$ cat src/rtl/boreal_v3_pkg.sv
// Shared frame geometry, state encoding and channel-ordering helper for the
// Boreal v3 ADS1299 front end.
package boreal_v3_pkg;

    localparam int N_CH         = 8;
    localparam int BYTES_PER_CH = 3;
    localparam int STATUS_BYTES = 3;
    localparam int FRAME_BYTES  = STATUS_BYTES + N_CH * BYTES_PER_CH;
    localparam int RAW_W        = N_CH * BYTES_PER_CH * 8;
    localparam int SHADOW_W     = FRAME_BYTES * 8;

    localparam logic [3:0] ADS_STATUS_HDR = 4'hC;

    typedef enum logic [2:0] {
        IDLE,
        CS_SETUP,
        XFER,
        CS_HOLD,
        DISPATCH
    } sched_state_e;

    // Bytes shift in at the bottom, so channel 0 ends up highest in the
    // shadow; flip the 24-bit words so channel k sits at [24k+23:24k].
    function automatic logic [RAW_W-1:0] reorder_channels(input logic [SHADOW_W-1:0] shadow);
        logic [RAW_W-1:0] raw;
        raw = '0;
        for (int k = 0; k < N_CH; k++) begin
            raw[24*k +: 24] = shadow[24*(N_CH-1-k) +: 24];
        end
        return raw;
    endfunction

endpackage

$ cat src/rtl/boreal_drdy_sync.sv
// Two-flop synchroniser for an active-low asynchronous ready line, plus a
// one-cycle pulse on the falling edge of the synchronised level.
module boreal_drdy_sync (
    input  logic clk,
    input  logic rst_n,
    input  logic async_n,
    output logic fall
);

    logic meta_q, meta_d;
    logic sync_q, sync_d;
    logic prev_q, prev_d;

    always_comb begin
        meta_d = async_n;
        sync_d = meta_q;
        prev_d = sync_q;
    end

    // Idle-high reset so release never looks like a falling edge.
    always_ff @(posedge clk or negedge rst_n) begin
        if (!rst_n) begin
            meta_q <= 1'b1;
            sync_q <= 1'b1;
            prev_q <= 1'b1;
        end else begin
            meta_q <= meta_d;
            sync_q <= sync_d;
            prev_q <= prev_d;
        end
    end

    assign fall = prev_q & ~sync_q;

endmodule

$ cat src/rtl/boreal_adc_frame_sched.sv
// ADS1299 RDATAC frame scheduler: DRDY edge -> 27-byte SPI capture -> raw8 commit
// -> channel 0..7 valid/ready dispatch. Define BOREAL_FRAME_STATUS_CHECK_EN to add the status-header check.
module boreal_adc_frame_sched
    import boreal_v3_pkg::*;
#(
    parameter int CS_SETUP_CYC = 4,
    parameter int CS_HOLD_CYC  = 4
) (
    input  logic                clk,
    input  logic                rst_n,
    input  logic                enable,
    input  logic                ads_drdy_n,
    output logic                ads_cs_n,
    output logic                spi_start,
    input  logic                spi_done,
    input  logic [7:0]          spi_rx_byte,
    output logic [RAW_W-1:0]    raw8,
    output logic                frame_valid,
    output logic [2:0]          ch,
    output logic                ch_valid,
    input  logic                core_ready,
    output logic [15:0]         frame_cnt,
    output logic                overrun,
    input  logic                clr_overrun
`ifdef BOREAL_FRAME_STATUS_CHECK_EN
    ,
    output logic [15:0]         hdr_err_cnt
`endif
);

    logic drdy_fall;

    boreal_drdy_sync u_drdy_sync (
        .clk     (clk),
        .rst_n   (rst_n),
        .async_n (ads_drdy_n),
        .fall    (drdy_fall)
    );

    sched_state_e        state_q, state_d;
    logic [3:0]          cnt_q, cnt_d;
    logic [4:0]          byte_idx_q, byte_idx_d;
    logic [SHADOW_W-1:0] shadow_q, shadow_d;
    logic [RAW_W-1:0]    raw8_q, raw8_d;
    logic                frame_valid_q, frame_valid_d;
    logic [2:0]          ch_q, ch_d;
    logic                ch_valid_q, ch_valid_d;
    logic [15:0]         frame_cnt_q, frame_cnt_d;
    logic                overrun_q, overrun_d;
    logic                pending_q, pending_d;
    logic                discard_q, discard_d;
    logic                spi_start_q, spi_start_d;
    logic                cs_n_q, cs_n_d;
    logic                hdr_ok;
    logic                in_capture;
    logic                frame_good;

`ifdef BOREAL_FRAME_STATUS_CHECK_EN
    logic [15:0]         hdr_err_cnt_q, hdr_err_cnt_d;
    assign hdr_ok = (shadow_q[SHADOW_W-1 -: 4] == ADS_STATUS_HDR);
`else
    assign hdr_ok = 1'b1;
`endif

    assign in_capture = (state_q == CS_SETUP) || (state_q == XFER) || (state_q == CS_HOLD);
    // An edge or enable drop in the final CS_HOLD cycle must still spoil the frame.
    assign frame_good = !discard_q && !drdy_fall && enable;

    always_comb begin
        state_d       = state_q;
        cnt_d         = cnt_q;
        byte_idx_d    = byte_idx_q;
        shadow_d      = shadow_q;
        raw8_d        = raw8_q;
        frame_valid_d = 1'b0;
        ch_d          = ch_q;
        ch_valid_d    = ch_valid_q;
        frame_cnt_d   = frame_cnt_q;
        overrun_d     = overrun_q & ~clr_overrun;
        pending_d     = pending_q;
        discard_d     = discard_q;
        spi_start_d   = 1'b0;
        cs_n_d        = cs_n_q;
`ifdef BOREAL_FRAME_STATUS_CHECK_EN
        hdr_err_cnt_d = hdr_err_cnt_q;
`endif

        // The SPI engine may be mid-byte, so capture always runs to the end.
        if (in_capture) begin
            if (drdy_fall) begin
                overrun_d = 1'b1;
                discard_d = 1'b1;
            end
            if (!enable) begin
                discard_d = 1'b1;
            end
        end

        unique case (state_q)
            IDLE: begin
                if (!enable) begin
                    pending_d = 1'b0;
                end else if (drdy_fall || pending_q) begin
                    state_d    = CS_SETUP;
                    cs_n_d     = 1'b0;
                    cnt_d      = '0;
                    byte_idx_d = '0;
                    pending_d  = 1'b0;
                    discard_d  = 1'b0;
                end
            end
            CS_SETUP: begin
                cnt_d = cnt_q + 4'd1;
                if (cnt_q == 4'(CS_SETUP_CYC - 1)) begin
                    state_d     = XFER;
                    spi_start_d = 1'b1;
                end
            end
            XFER: begin
                if (spi_done) begin
                    shadow_d   = {shadow_q[SHADOW_W-9:0], spi_rx_byte};
                    byte_idx_d = byte_idx_q + 5'd1;
                    if (byte_idx_q == 5'(FRAME_BYTES - 1)) begin
                        state_d = CS_HOLD;
                        cnt_d   = '0;
                    end else begin
                        spi_start_d = 1'b1;
                    end
                end
            end
            CS_HOLD: begin
                cnt_d = cnt_q + 4'd1;
                if (cnt_q == 4'(CS_HOLD_CYC - 1)) begin
                    cs_n_d = 1'b1;
                    if (frame_good && hdr_ok) begin
                        raw8_d        = reorder_channels(shadow_q);
                        frame_valid_d = 1'b1;
                        frame_cnt_d   = frame_cnt_q + 16'd1;
                        ch_d          = '0;
                        ch_valid_d    = 1'b1;
                        state_d       = DISPATCH;
                    end else begin
                        state_d = IDLE;
                    end
`ifdef BOREAL_FRAME_STATUS_CHECK_EN
                    if (frame_good && !hdr_ok && (hdr_err_cnt_q != 16'hFFFF)) begin
                        hdr_err_cnt_d = hdr_err_cnt_q + 16'd1;
                    end
`endif
                end
            end
            DISPATCH: begin
                if (drdy_fall) begin
                    if (pending_q) begin
                        overrun_d = 1'b1;
                    end else begin
                        pending_d = 1'b1;
                    end
                end
                if (!enable) begin
                    ch_valid_d = 1'b0;
                    ch_d       = '0;
                    state_d    = IDLE;
                end else if (ch_valid_q && core_ready) begin
                    if (ch_q == 3'(N_CH - 1)) begin
                        ch_valid_d = 1'b0;
                        ch_d       = '0;
                        state_d    = IDLE;
                    end else begin
                        ch_d = ch_q + 3'd1;
                    end
                end
            end
            default: begin
                state_d = IDLE;
            end
        endcase
    end

    always_ff @(posedge clk or negedge rst_n) begin
        if (!rst_n) begin
            state_q       <= IDLE;
            cnt_q         <= '0;
            byte_idx_q    <= '0;
            shadow_q      <= '0;
            raw8_q        <= '0;
            frame_valid_q <= 1'b0;
            ch_q          <= '0;
            ch_valid_q    <= 1'b0;
            frame_cnt_q   <= '0;
            overrun_q     <= 1'b0;
            pending_q     <= 1'b0;
            discard_q     <= 1'b0;
            spi_start_q   <= 1'b0;
            cs_n_q        <= 1'b1;
`ifdef BOREAL_FRAME_STATUS_CHECK_EN
            hdr_err_cnt_q <= '0;
`endif
        end else begin
            state_q       <= state_d;
            cnt_q         <= cnt_d;
            byte_idx_q    <= byte_idx_d;
            shadow_q      <= shadow_d;
            raw8_q        <= raw8_d;
            frame_valid_q <= frame_valid_d;
            ch_q          <= ch_d;
            ch_valid_q    <= ch_valid_d;
            frame_cnt_q   <= frame_cnt_d;
            overrun_q     <= overrun_d;
            pending_q     <= pending_d;
            discard_q     <= discard_d;
            spi_start_q   <= spi_start_d;
            cs_n_q        <= cs_n_d;
`ifdef BOREAL_FRAME_STATUS_CHECK_EN
            hdr_err_cnt_q <= hdr_err_cnt_d;
`endif
        end
    end

    assign ads_cs_n    = cs_n_q;
    assign spi_start   = spi_start_q;
    assign raw8        = raw8_q;
    assign frame_valid = frame_valid_q;
    assign ch          = ch_q;
    assign ch_valid    = ch_valid_q;
    assign frame_cnt   = frame_cnt_q;
    assign overrun     = overrun_q;
`ifdef BOREAL_FRAME_STATUS_CHECK_EN
    assign hdr_err_cnt = hdr_err_cnt_q;
`endif

endmodule

$ cat config.mk
export PLATFORM = sky130hd
export DESIGN_NAME = boreal_adc_frame_sched
export DESIGN_NICKNAME = d
export VERILOG_FILES = /design/src/rtl/boreal_v3_pkg.sv /design/src/rtl/boreal_drdy_sync.sv /design/src/rtl/boreal_adc_frame_sched.sv
export SDC_FILE = /design/constraint.sdc
export NUM_CORES = 1
export LEC_CHECK = 0
export ABC_CLOCK_PERIOD_IN_PS = 5200
export CORE_MARGIN = 2
export CORE_UTILIZATION = 58
export CTS_BUF_LIST = sky130_fd_sc_hd__clkbuf_8 sky130_fd_sc_hd__clkbuf_16
export DETAILED_ROUTE_END_ITERATION = 7
export PLACE_DENSITY_LB_ADDON = 0.2
export SLEW_MARGIN = 20
export SYNTH_ARGS = -nofsm -noshare
export SYNTH_HDL_FRONTEND = slang
export SYNTH_SLANG_ARGS = --single-unit
$ cat constraint.sdc
create_clock -name clk -period 5.2 [get_ports clk]
set_clock_uncertainty 0.2 [all_clocks]
set_input_delay 1.04 -clock clk [delete_from_list [all_inputs] [get_ports clk]]
set_output_delay 1.04 -clock clk [all_outputs]
set_load 0.05 [all_outputs]
==> out/metrics.cfg, run 1 <==
[status]
status = finished, final reports clean

[sta]
setup_violations = 0
relSlewSlack_pct = 30.47
tns_ps = 0
final_max_slew_viol_count = 0
hold_slack_ps = 156.3
hold_violations = 0
worst_pin_slew_ps = 1043
finalCritPeriodShare_pct = 64.04
fmax_mhz = 300.3
rsz0062_at_grt = no
layout_min_cycle_time_ps = 3330

[yosys]
synth_top_area_share_pct = 64.90
yosysSeqAreaShare_pct = 65.55
synth_edf_count = 0
async_flop_share_pct = 100.0
synth.distinct_cells = 41
syn_avg_cell_area_um2 = 8.993
netlist_instances = 1805
ys_warn_count = 0
synth_top_area_cell = dfrtp_1
synth_nets = 1826
synth-main-ff-cell = dfrtp_1
synth_area_um2 = 16230
yosys.cell_count.top_type = nand2_1
ys_top_cells_by_area = dfrtp_1, nand2_1, clkbuf_1, buf_2, dfstp_2
synth-seq-cells = 425
synth_common_cells = nand2_1, dfrtp_1, clkbuf_1, buf_2, a21oi_1

[die]
die_area_um2 = 29340
die_w_um = 171.3
coreArea_um2 = 27710
rows = 61
initial_utilization_pct = 58.59
die_h_um = 171.3
io_pins = 231

[route]
wl_per_cell_um = 15.53
drt_iter0_drc = 1223
first_pass_iters = 5
ant_nets = 0
drt_wl_total_um = 37440
viasPerCell = 5.193
vias = 12521
drc = 0

[clocking]
root_buffer = clkbuf_16
clk_path_buf_depth = 3
path_clk_slew_ps = 60
cts_buffers = 42
post_cts_resized = 0
cts_tree = built
worstSkewPairLatency_ps = 530
cts-hold-fix-buffers = 0
cts_setup_buffers = 0
cts_htree_levels = 2
cts.sinks = 425

[power]
ir_worst_vdd_mv = 0.2698
power.density_nw_per_um2 = 399.5
total_leakage_power_uw = 0.01097

[critical_path]
criticalPathCategory = input pin to flop
rrSetupSlack_ps = 2050
crit_path_start = enable
cp.required_ps = 5420
worstReg2RegEnd = raw8[107]$_DFFE_PN0P_
crit_end = raw8[107]$_DFFE_PN0P_
worstPathMaxFanout = 66
rr_worst_depth = 6
crit-reg2reg-launch = u_drdy_sync.prev_q$_DFF_PN1_
crit_arrival_ps = 3550
start_kind = input pin
cp-end-kind = flop

[global_route]
antenna_found_initial = 1
overflow = 0
grtUsageTotal_pct = 26.06
grt_pass1_vias = 12053
grt_max_degree = 169
grt_pass1_wl_um = 61350

[finish]
nNetsFinal = 2024
area_growth_pct = 25.01
num_antenna_cells = 0
utilization_pct = 73.24
final_cells = 2411
drive_above_1_share_pct = 4.820

[min_path]
hold_path.class = flop to flop

[place]
gp_congestion = 0.8373
dp_hpwl_um = 22840
portBuffers = 230
place_inst = 2337

[job]
maxCapViolCount = 0

[through the flow]
stage | setup slack (ps) | power, µW | instance area [µm²]
after floorplan | 2498 | 4667 | 16230
after global placement | 1451 | 4960 | 18850
after detailed placement | 1372 | 5016 | 18850
after CTS | 1920 | 8158 | 20290
after global routing | 1739 | 8477 | 20290
final | 1870 | 8106 | 20290
[cell families after synthesis]
logic type | share of synthesized area, %
and+or+nand+nor | 29.01
DFF | 65.55
buffers and inverters | 2.551
AOI/OAI and AO/OA | 1.372
xor gates and xnor gates | 0.8094
adders and majority gates | 0.4625
muxes | 0.2467
[registers in the layout, indices dropped and copies added, names as in the netlist]
name / flops
raw8: 192
shadow_q: 192
frame_cnt: 16
byte_idx_q: 5
cnt_q: 4
ch: 3
state_q: 3
ads_cs_n: 1
ch_valid: 1
discard_q: 1
frame_valid: 1
overrun: 1
pending_q: 1
spi_start: 1
u_drdy_sync.meta_q: 1
u_drdy_sync.prev_d: 1
u_drdy_sync.prev_q: 1
[worst min-delay path by stage]
| stage | from | cells after the start | slack (ps) | endpoint |
|---|---|---|---|---|
| final | u_drdy_sync.meta_q$_DFF_PN1_ | 0 | 160 | u_drdy_sync.prev_d$_DFF_PN1_ |
| after CTS | u_drdy_sync.meta_q$_DFF_PN1_ | 0 | 160 | u_drdy_sync.prev_d$_DFF_PN1_ |
| after global routing | u_drdy_sync.meta_q$_DFF_PN1_ | 0 | 160 | u_drdy_sync.prev_d$_DFF_PN1_ |
| after global placement | u_drdy_sync.meta_q$_DFF_PN1_ | 0 | 150 | u_drdy_sync.prev_d$_DFF_PN1_ |
| after detailed placement | u_drdy_sync.meta_q$_DFF_PN1_ | 0 | 150 | u_drdy_sync.prev_d$_DFF_PN1_ |
| after floorplan | u_drdy_sync.meta_q$_DFF_PN1_ | 0 | 150 | u_drdy_sync.prev_d$_DFF_PN1_ |
[power by group]
| group | total [µW] | internal, µW | switching, µW | leakage, µW |
|---|---|---|---|---|
| Sequential | 4250 | 3810 | 442 | 0.00577 |
| Clock | 3140 | 1880 | 1260 | 0.000728 |
| Combinational | 720 | 253 | 467 | 0.00447 |
| Total | 8110 | 5940 | 2170 | 0.0110 |
[cell type report]
cell class / count / area, µm²
clock buffer: 48 / 1145
clock inverter: 26 / 291.5
fill: 1994 / 7415
inverter: 10 / 42.54
multi-input combinational: 1280 / 5199
sequential: 425 / 10640
tap: 378 / 473.0
timing repair buffer: 244 / 2500
[worst max-delay path: stages]
cell,delay [ps]
clkdlybuf4s50_1,520
nand2b_1,90
or4b_4,780
buf_4,380
buf_4,400
nand2_1,190
nand2_1,70
[cell usage in the layout (no fill, tap or decap), types with 2 or more instances in the layout]
| cell type | instances |
|---|---|
| nand2_1 | 1170 |
| nor2_1 | 5 |
| inv_1 | 12 |
| bufinv_16 | 6 |
| nand3b_1 | 2 |
| xor2_1 | 7 |
| nor4_1 | 3 |
| dfstp_2 | 4 |
| a21oi_1 | 14 |
| clkdlybuf4s50_1 | 229 |
| clkinv_2 | 13 |
| nor3_1 | 4 |
| dfrtp_1 | 421 |
| o21ai_0 | 7 |
| inv_6 | 2 |
| buf_12 | 7 |
| nand3_1 | 6 |
| ha_1 | 6 |
| o22ai_1 | 3 |
| clkinvlp_4 | 2 |
| mux2i_1 | 4 |
| o2bb2ai_1 | 3 |
| buf_4 | 7 |
| nand4_1 | 7 |
| clkbuf_8 | 5 |
| clkbuf_16 | 43 |
| nor2b_1 | 3 |
| a21boi_0 | 3 |
| xnor2_1 | 8 |
| and3_1 | 2 |
| nand2b_1 | 5 |
[metal layers]
metal  wire length (µm)  part of all wire [%]  track usage, %
met3               2033                   5.4           3.520
met4               1003                   2.7           8.659
met1              16540                    44           37.97
met2              17850                    48           41.09
met5                 13                 0.035               0
No activity file was read; power rests on OpenSTA's default activity.
==> run 2: changes to the inputs <==
--- a/config.mk
+++ b/config.mk
@@ -5,9 +5,9 @@
 export SDC_FILE = /design/constraint.sdc
 export NUM_CORES = 1
 export LEC_CHECK = 0
-export ABC_CLOCK_PERIOD_IN_PS = 5200
+export ABC_CLOCK_PERIOD_IN_PS = 3050
 export CORE_MARGIN = 2
-export CORE_UTILIZATION = 58
+export CORE_UTILIZATION = 49
 export CTS_BUF_LIST = sky130_fd_sc_hd__clkbuf_8 sky130_fd_sc_hd__clkbuf_16
 export DETAILED_ROUTE_END_ITERATION = 7
 export PLACE_DENSITY_LB_ADDON = 0.2
==> constraint.sdc (replaced) <==
create_clock -name clk -period 3.05 [get_ports clk]
set_clock_uncertainty 0.2 [all_clocks]
set_input_delay 0.61 -clock clk [delete_from_list [all_inputs] [get_ports clk]]
set_output_delay 0.61 -clock clk [all_outputs]
set_load 0.05 [all_outputs]
==> run 2 against run 1 <==
Design area up 1.1%. Critical endpoint is now ads_cs_n. Largest power group unchanged. Total power grew 66%. Critical path depth down 6. Final cell count grew 3.6%. Highest routed layer unchanged. Core utilization shrank 10 points. Sequential power up 70%. Worst hold slack is essentially flat. First-iteration DRC count down 24%. Non-clock buffer count is 19 higher.
==> out/metrics.cfg, run 2 (synthesized netlist as in run 1, its figures left out) <==
[status]
status = finished, final reports clean  ; unchanged

[global_route]
overflow = 0  ; unchanged
grtUsageTotal_pct = 22.77  ; was 26.06%
grt_max_degree = 118  ; was 169
grt_pass1_vias = 12338  ; was 12053
gr-usage-met1_pct = 32.66  ; was 37.97%
grt.busiest_layer = met2  ; unchanged
antenna_found_initial = 1  ; unchanged
grtUsageMet3_pct = 4.422  ; was 3.520%
grt_pass1_wl_um = 63250  ; was 61350 µm
use_met2_pct = 35.78  ; was 41.09%

[sta]
relSlewSlack_pct = 52.38  ; was 30.47%
final_max_slew_viol_count = 0  ; unchanged
setup_violations = 0  ; unchanged
fmax_mhz = 376.8
worst_pin_slew_ps = 709.5  ; was 1043 ps
tns_ps = 0  ; unchanged
rsz0062_at_grt = no  ; unchanged
setup_slack_ps = 396.0  ; was 1870 ps
layout_min_cycle_time_ps = 2654
finalCritPeriodShare_pct = 87.02
hold_violations = 0  ; unchanged

[finish]
nNetsFinal = 2044  ; was 2024
num_antenna_cells = 0  ; unchanged
final_common_cell = nand2_1  ; unchanged
final_cells = 2497  ; was 2411
area_growth_pct = 26.40  ; was 25.01%
final_cell_mix = nand2_1, dfrtp_1, clkdlybuf4s50_1, clkbuf_16, inv_1  ; was nand2_1, dfrtp_1, clkdlybuf4s50_1, clkbuf_16, a21oi_1
drive_above_1_share_pct = 5.255  ; was 4.820%
fin_area_um2 = 20520  ; was 20290 µm²

[place]
post_dp_cell_area_um2 = 19160  ; was 18850 µm²
place_inst = 2419  ; was 2337
dp_slack_ps = 187.5  ; was 1372 ps
dp_hpwl_um = 24180  ; was 22840 µm
gp_congestion = 0.8137  ; was 0.8373
portBuffers = 230  ; unchanged

[clocking]
cts_tree = built  ; unchanged
cts.sinks = 425  ; unchanged
cts_setup_buffers = 0  ; unchanged
root_buffer = clkbuf_16  ; unchanged
cts_htree_levels = 2  ; unchanged
path_clk_slew_ps = 60  ; about the same
clk_path_buf_depth = 3  ; unchanged
worstSkewPairLatency_ps = 530  ; about the same
cts_buffers = 43  ; was 42

[power]
ir_worst_vdd_mv = 0.3658  ; was 0.2698 mV
total_leakage_power_uw = 0.01109  ; was 0.01097 µW
power.density_nw_per_um2 = 656.9  ; was 399.5 nW/µm²

[critical_path]
rrSetupSlack_ps = 580  ; was 2050 ps
crit_arrival_ps = 1840  ; was 3550 ps
crit_end = ads_cs_n  ; was raw8[107]$_DFFE_PN0P_
worstPathMaxFanout = 2  ; was 66
critPathSlowestCell = clkdlybuf4s50_1  ; was or4b_4
start_kind = flop  ; was input pin
worstReg2RegEnd = frame_cnt[13]$_DFFE_PN0P_  ; was raw8[107]$_DFFE_PN0P_
cp.required_ps = 2240  ; was 5420 ps
crit_path_cell_trace = clkdlybuf4s50_1  ; was clkdlybuf4s50_1, nand2b_1, or4b_4, buf_4, buf_4, nand2_1, nand2_1
criticalPathCategory = flop to output pin  ; was input pin to flop
crit_buf_inv = 1  ; was 3
rr_worst_depth = 6  ; unchanged
critPathTopFamily = buffers and inverters  ; unchanged
crit-reg2reg-launch = cnt_q[0]$_DFFE_PN0P_  ; was u_drdy_sync.prev_q$_DFF_PN1_
critPathMaxStageDelay_ps = 790  ; was 780 ps
cp_num_cells = 1  ; was 7
cp-end-kind = output pin  ; was flop
crit_path_start = ads_cs_n$_DFFE_PN1P_  ; was enable

[job]
maxCapViolCount = 0  ; unchanged

[route]
first_pass_iters = 5  ; unchanged
vias = 12385  ; was 12521
viasPerCell = 4.960  ; was 5.193
drt_iter0_drc = 926  ; was 1223
drt_wl_total_um = 37950  ; was 37440 µm
ant_nets = 0  ; unchanged
drc = 0  ; unchanged
wl_per_cell_um = 15.20  ; was 15.53 µm

[min_path]
hold_path.class = flop to flop  ; unchanged

[die]
die_h_um = 186.0  ; was 171.3 µm
die_w_um = 186.0  ; was 171.3 µm
rows = 66  ; was 61
io_pins = 231  ; unchanged
coreArea_um2 = 32620  ; was 27710 µm²
die_area_um2 = 34600  ; was 29340 µm²
initial_utilization_pct = 49.76  ; was 58.59%

run 2: worst min path at each step:
| stage | start | endpoint | cells past startpoint |
|---|---|---|---|
| finish | u_drdy_sync.meta_q$_DFF_PN1_ | u_drdy_sync.prev_d$_DFF_PN1_ | 0 |
| global route | u_drdy_sync.meta_q$_DFF_PN1_ | u_drdy_sync.prev_d$_DFF_PN1_ | 0 |
| CTS | u_drdy_sync.meta_q$_DFF_PN1_ | u_drdy_sync.prev_d$_DFF_PN1_ | 0 |
| detailed placement | u_drdy_sync.meta_q$_DFF_PN1_ | u_drdy_sync.prev_d$_DFF_PN1_ | 0 |
| global placement | u_drdy_sync.meta_q$_DFF_PN1_ | u_drdy_sync.prev_d$_DFF_PN1_ | 0 |
| floorplan | rst_n | byte_idx_q[0]$_DFFE_PN0P_ | 0 |
run 2: layout make-up:
class / count / area [µm²]
Tap cell: 442 / 553.0
Timing Repair Buffer: 263 / 2733
Inverter: 10 / 42.54
Fill cell: 2722 / 12100
Sequential cell: 425 / 10640
Clock buffer: 51 / 1197
Clock inverter: 26 / 152.6
Multi-Input combinational cell: 1280 / 5199
run 2: timing repair:
item                      4_1_cts  5_1_grt
hold buffers                    1        0
hold endpoints to repair       48        0
gates resized for setup         0        0
run 2: through the flow:
step	hold slack (ps)	utilization [%]	total power (µW)
2_1_floorplan	114.4	-	7956
3_3_place_gp	147.1	58.73	8518
3_5_place_dp	148.5	58.73	8587
4_1_cts	157.4	62.90	13600
5_1_grt	167.7	62.90	14180
6_report	156.6	62.90	13480
run 2: metal layers:
metal  up-vias  routed length [µm]
met5         -                  13
met1      6029               17390
met3        62                2185
met2       320               17590
met4         2                 773
li1       5972                   -
run 2: power by group:
part / internal [µW] / switching [µW]
registers: 6490 / 751
logic: 455 / 789
clock network: 2870 / 2120
total: 9820 / 3660
==> run 3: changes to the inputs <==
--- a/config.mk
+++ b/config.mk
@@ -6,8 +6,10 @@
 export NUM_CORES = 1
 export LEC_CHECK = 0
 export ABC_CLOCK_PERIOD_IN_PS = 3050
+export CELL_PAD_IN_SITES_DETAIL_PLACEMENT = 1
+export CELL_PAD_IN_SITES_GLOBAL_PLACEMENT = 1
 export CORE_MARGIN = 2
-export CORE_UTILIZATION = 49
+export CORE_UTILIZATION = 37
 export CTS_BUF_LIST = sky130_fd_sc_hd__clkbuf_8 sky130_fd_sc_hd__clkbuf_16
 export DETAILED_ROUTE_END_ITERATION = 7
 export PLACE_DENSITY_LB_ADDON = 0.2
==> run 3 against run 2 <==
Total power up 5.6%. Routed wire length up 18%. Flip-flop and latch count unchanged. Design area up 2.9%. Sequential share of layout area down 1.5 points. Final cell count up 6.8%. Non-clock buffer count up 18. Fmax down 2.0%. Worst hold slack worse by 1.7 ps. Clock power up 12%.
==> out/metrics.cfg, run 3 (synthesized netlist as in run 1, its figures left out) <==
[critical_path]
criticalPathCategory = flop to output pin  ; unchanged
cp-end-kind = output pin  ; unchanged
start_kind = flop  ; unchanged
critPathSlowestCell = clkdlybuf4s50_1  ; unchanged
crit_path_cell_trace = clkdlybuf4s50_1  ; unchanged
critPathTopFamily = buffers and inverters  ; unchanged
crit_arrival_ps = 1900  ; was 1840 ps
crit_path_start = ads_cs_n$_DFFE_PN1P_  ; unchanged
crit-reg2reg-launch = cnt_q[0]$_DFFE_PN0P_  ; unchanged
cp.required_ps = 2240  ; about the same
worstPathMaxFanout = 2  ; unchanged
crit_buf_inv = 1  ; unchanged
critPathMaxStageDelay_ps = 800  ; was 790 ps

[power]
power.density_nw_per_um2 = 673.9  ; was 656.9 nW/µm²
total_leakage_power_uw = 0.01130  ; was 0.01109 µW
ir_worst_vdd_mv = 0.3698  ; was 0.3658 mV

[status]
status = finished, final reports clean  ; unchanged

[sta]
fmax_mhz = 369.3  ; was 376.8 MHz
rsz0062_at_grt = no  ; unchanged
layout_min_cycle_time_ps = 2708  ; was 2654 ps
setup_violations = 0  ; unchanged
finalCritPeriodShare_pct = 88.78  ; was 87.02%
hold_slack_ps = 154.8  ; was 156.6 ps
final_max_slew_viol_count = 0  ; unchanged
hold_violations = 0  ; unchanged
relSlewSlack_pct = 53.90  ; was 52.38%
worst_pin_slew_ps = 686.8  ; was 709.5 ps
tns_ps = 0  ; unchanged

[route]
ant_nets = 0  ; unchanged
drt_iter0_drc = 688  ; was 926
drt_wl_total_um = 44780  ; was 37950 µm
wl_per_cell_um = 16.80  ; was 15.20 µm
vias = 12668  ; was 12385
viasPerCell = 4.752  ; was 4.960
drc = 0  ; unchanged
first_pass_iters = 6  ; was 5

[clocking]
clk_path_buf_depth = 3  ; unchanged
worstSkewPairLatency_ps = 560  ; was 530 ps
path_clk_slew_ps = 60  ; about the same
cts_tree = built  ; unchanged
cts_buffers = 48  ; was 43
cts.sinks = 425  ; unchanged
cts_htree_levels = 2  ; unchanged
root_buffer = clkbuf_16  ; unchanged

[finish]
nNetsFinal = 2067  ; was 2044
area_growth_pct = 30.12  ; was 26.40%
num_antenna_cells = 0  ; unchanged
final_cell_mix = nand2_1, dfrtp_1, clkdlybuf4s50_1, clkbuf_16, buf_4  ; was nand2_1, dfrtp_1, clkdlybuf4s50_1, clkbuf_16, inv_1
nFillCells = 5006  ; was 2722
final_common_cell = nand2_1  ; unchanged
multi_input_area_um2 = 5199  ; unchanged
seqCellArea_um2 = 10640  ; unchanged
drive_above_1_share_pct = 6.535  ; was 5.255%

[die]
initial_utilization_pct = 37.60  ; was 49.76%
die_w_um = 213.5  ; was 186.0 µm
io_pins = 231  ; unchanged
rows = 76  ; was 66
die_h_um = 213.5  ; was 186.0 µm
coreArea_um2 = 43170  ; was 32620 µm²
die_area_um2 = 45560  ; was 34600 µm²

[place]
dp_hpwl_um = 29590  ; was 24180 µm
gp_congestion = 0.7947  ; was 0.8137
portBuffers = 230  ; unchanged

[global_route]
grt_pass1_wl_um = 73370  ; was 63250 µm
antenna_found_initial = 0  ; was 1
grt_max_degree = 140  ; was 118
grt_pass1_vias = 13749  ; was 12338
overflow = 0  ; unchanged
grtUsageTotal_pct = 20.37  ; was 22.77%

[min_path]
hold_path.class = flop to flop  ; unchanged
hold_start = u_drdy_sync.meta_q$_DFF_PN1_  ; unchanged

[job]
maxCapViolCount = 0  ; unchanged

==> run 3: cell count changes in the layout (fill, tap and decap cells not counted), sizes merged <==
| cell | delta |
|---|---|
| buf | +18 |
| clkbuf | +12 |
| inv | -3 |
| clkinv | -1 |
==> run 3: final timing paths <==
kind,end,slack [ps],cells past startpoint
setup / recovery,ads_cs_n,340,1
hold / removal,u_drdy_sync.prev_d$_DFF_PN1_,150,0
setup reg to reg,frame_cnt[14]$_DFFE_PN0P_,490,6
hold reg to reg,u_drdy_sync.prev_d$_DFF_PN1_,150,0
max in group asynchronous,raw8[132]$_DFFE_PN0P_,1270,3
min in group asynchronous,frame_cnt[7]$_DFFE_PN0P_,360,2
==> run 3: what timing repair did <==
| action | 4_1_cts | 5_1_grt |
|---|---|---|
| resized for setup | 0 | 0 |
| buffers inserted | 0 | 0 |
| endpoints found under the hold margin | 46 | 0 |
| hold buffers | 1 | 0 |
==> run 3: per-stage QoR <==
stage	util [%]	instance area, µm²	total power [µW]	std cells	worst slack [ps]
6_report	48.92	21120	14230	2666	342.2
5_1_grt	48.92	21120	14980	2666	279.8
3_5_place_dp	45.33	19570	8764	2580	125.5
3_3_place_gp	45.33	19570	8651	2580	195.7
2_1_floorplan	-	16230	7956	1805	751.3
4_1_cts	48.92	21120	14440	2666	290.9
==> run 3: final cells by class <==
class / count / share of cell area [%]
Tap cell: 585 / 3.466
Clock buffer: 63 / 6.718
Timing Repair Buffer: 281 / 14.05
Sequential cell: 425 / 50.38
Multi-Input combinational cell: 1280 / 24.61
Inverter: 10 / 0.2014
Clock inverter: 22 / 0.5687
==> run 3: routing by layer <==
metal,global-route usage (%),vias to the layer above,part of all wire [%]
met5,0,-,0
met1,27.31,6375,46
met2,34.03,219,48
li1,-,6009,-
met3,3.354,65,4.0
met4,6.322,0,2.3
==> run 3: power breakdown <==
| part | internal [µW] | switching (µW) |
|---|---|---|
| sequential | 6490 | 785 |
| combinational | 509 | 850 |
| clock | 3320 | 2280 |
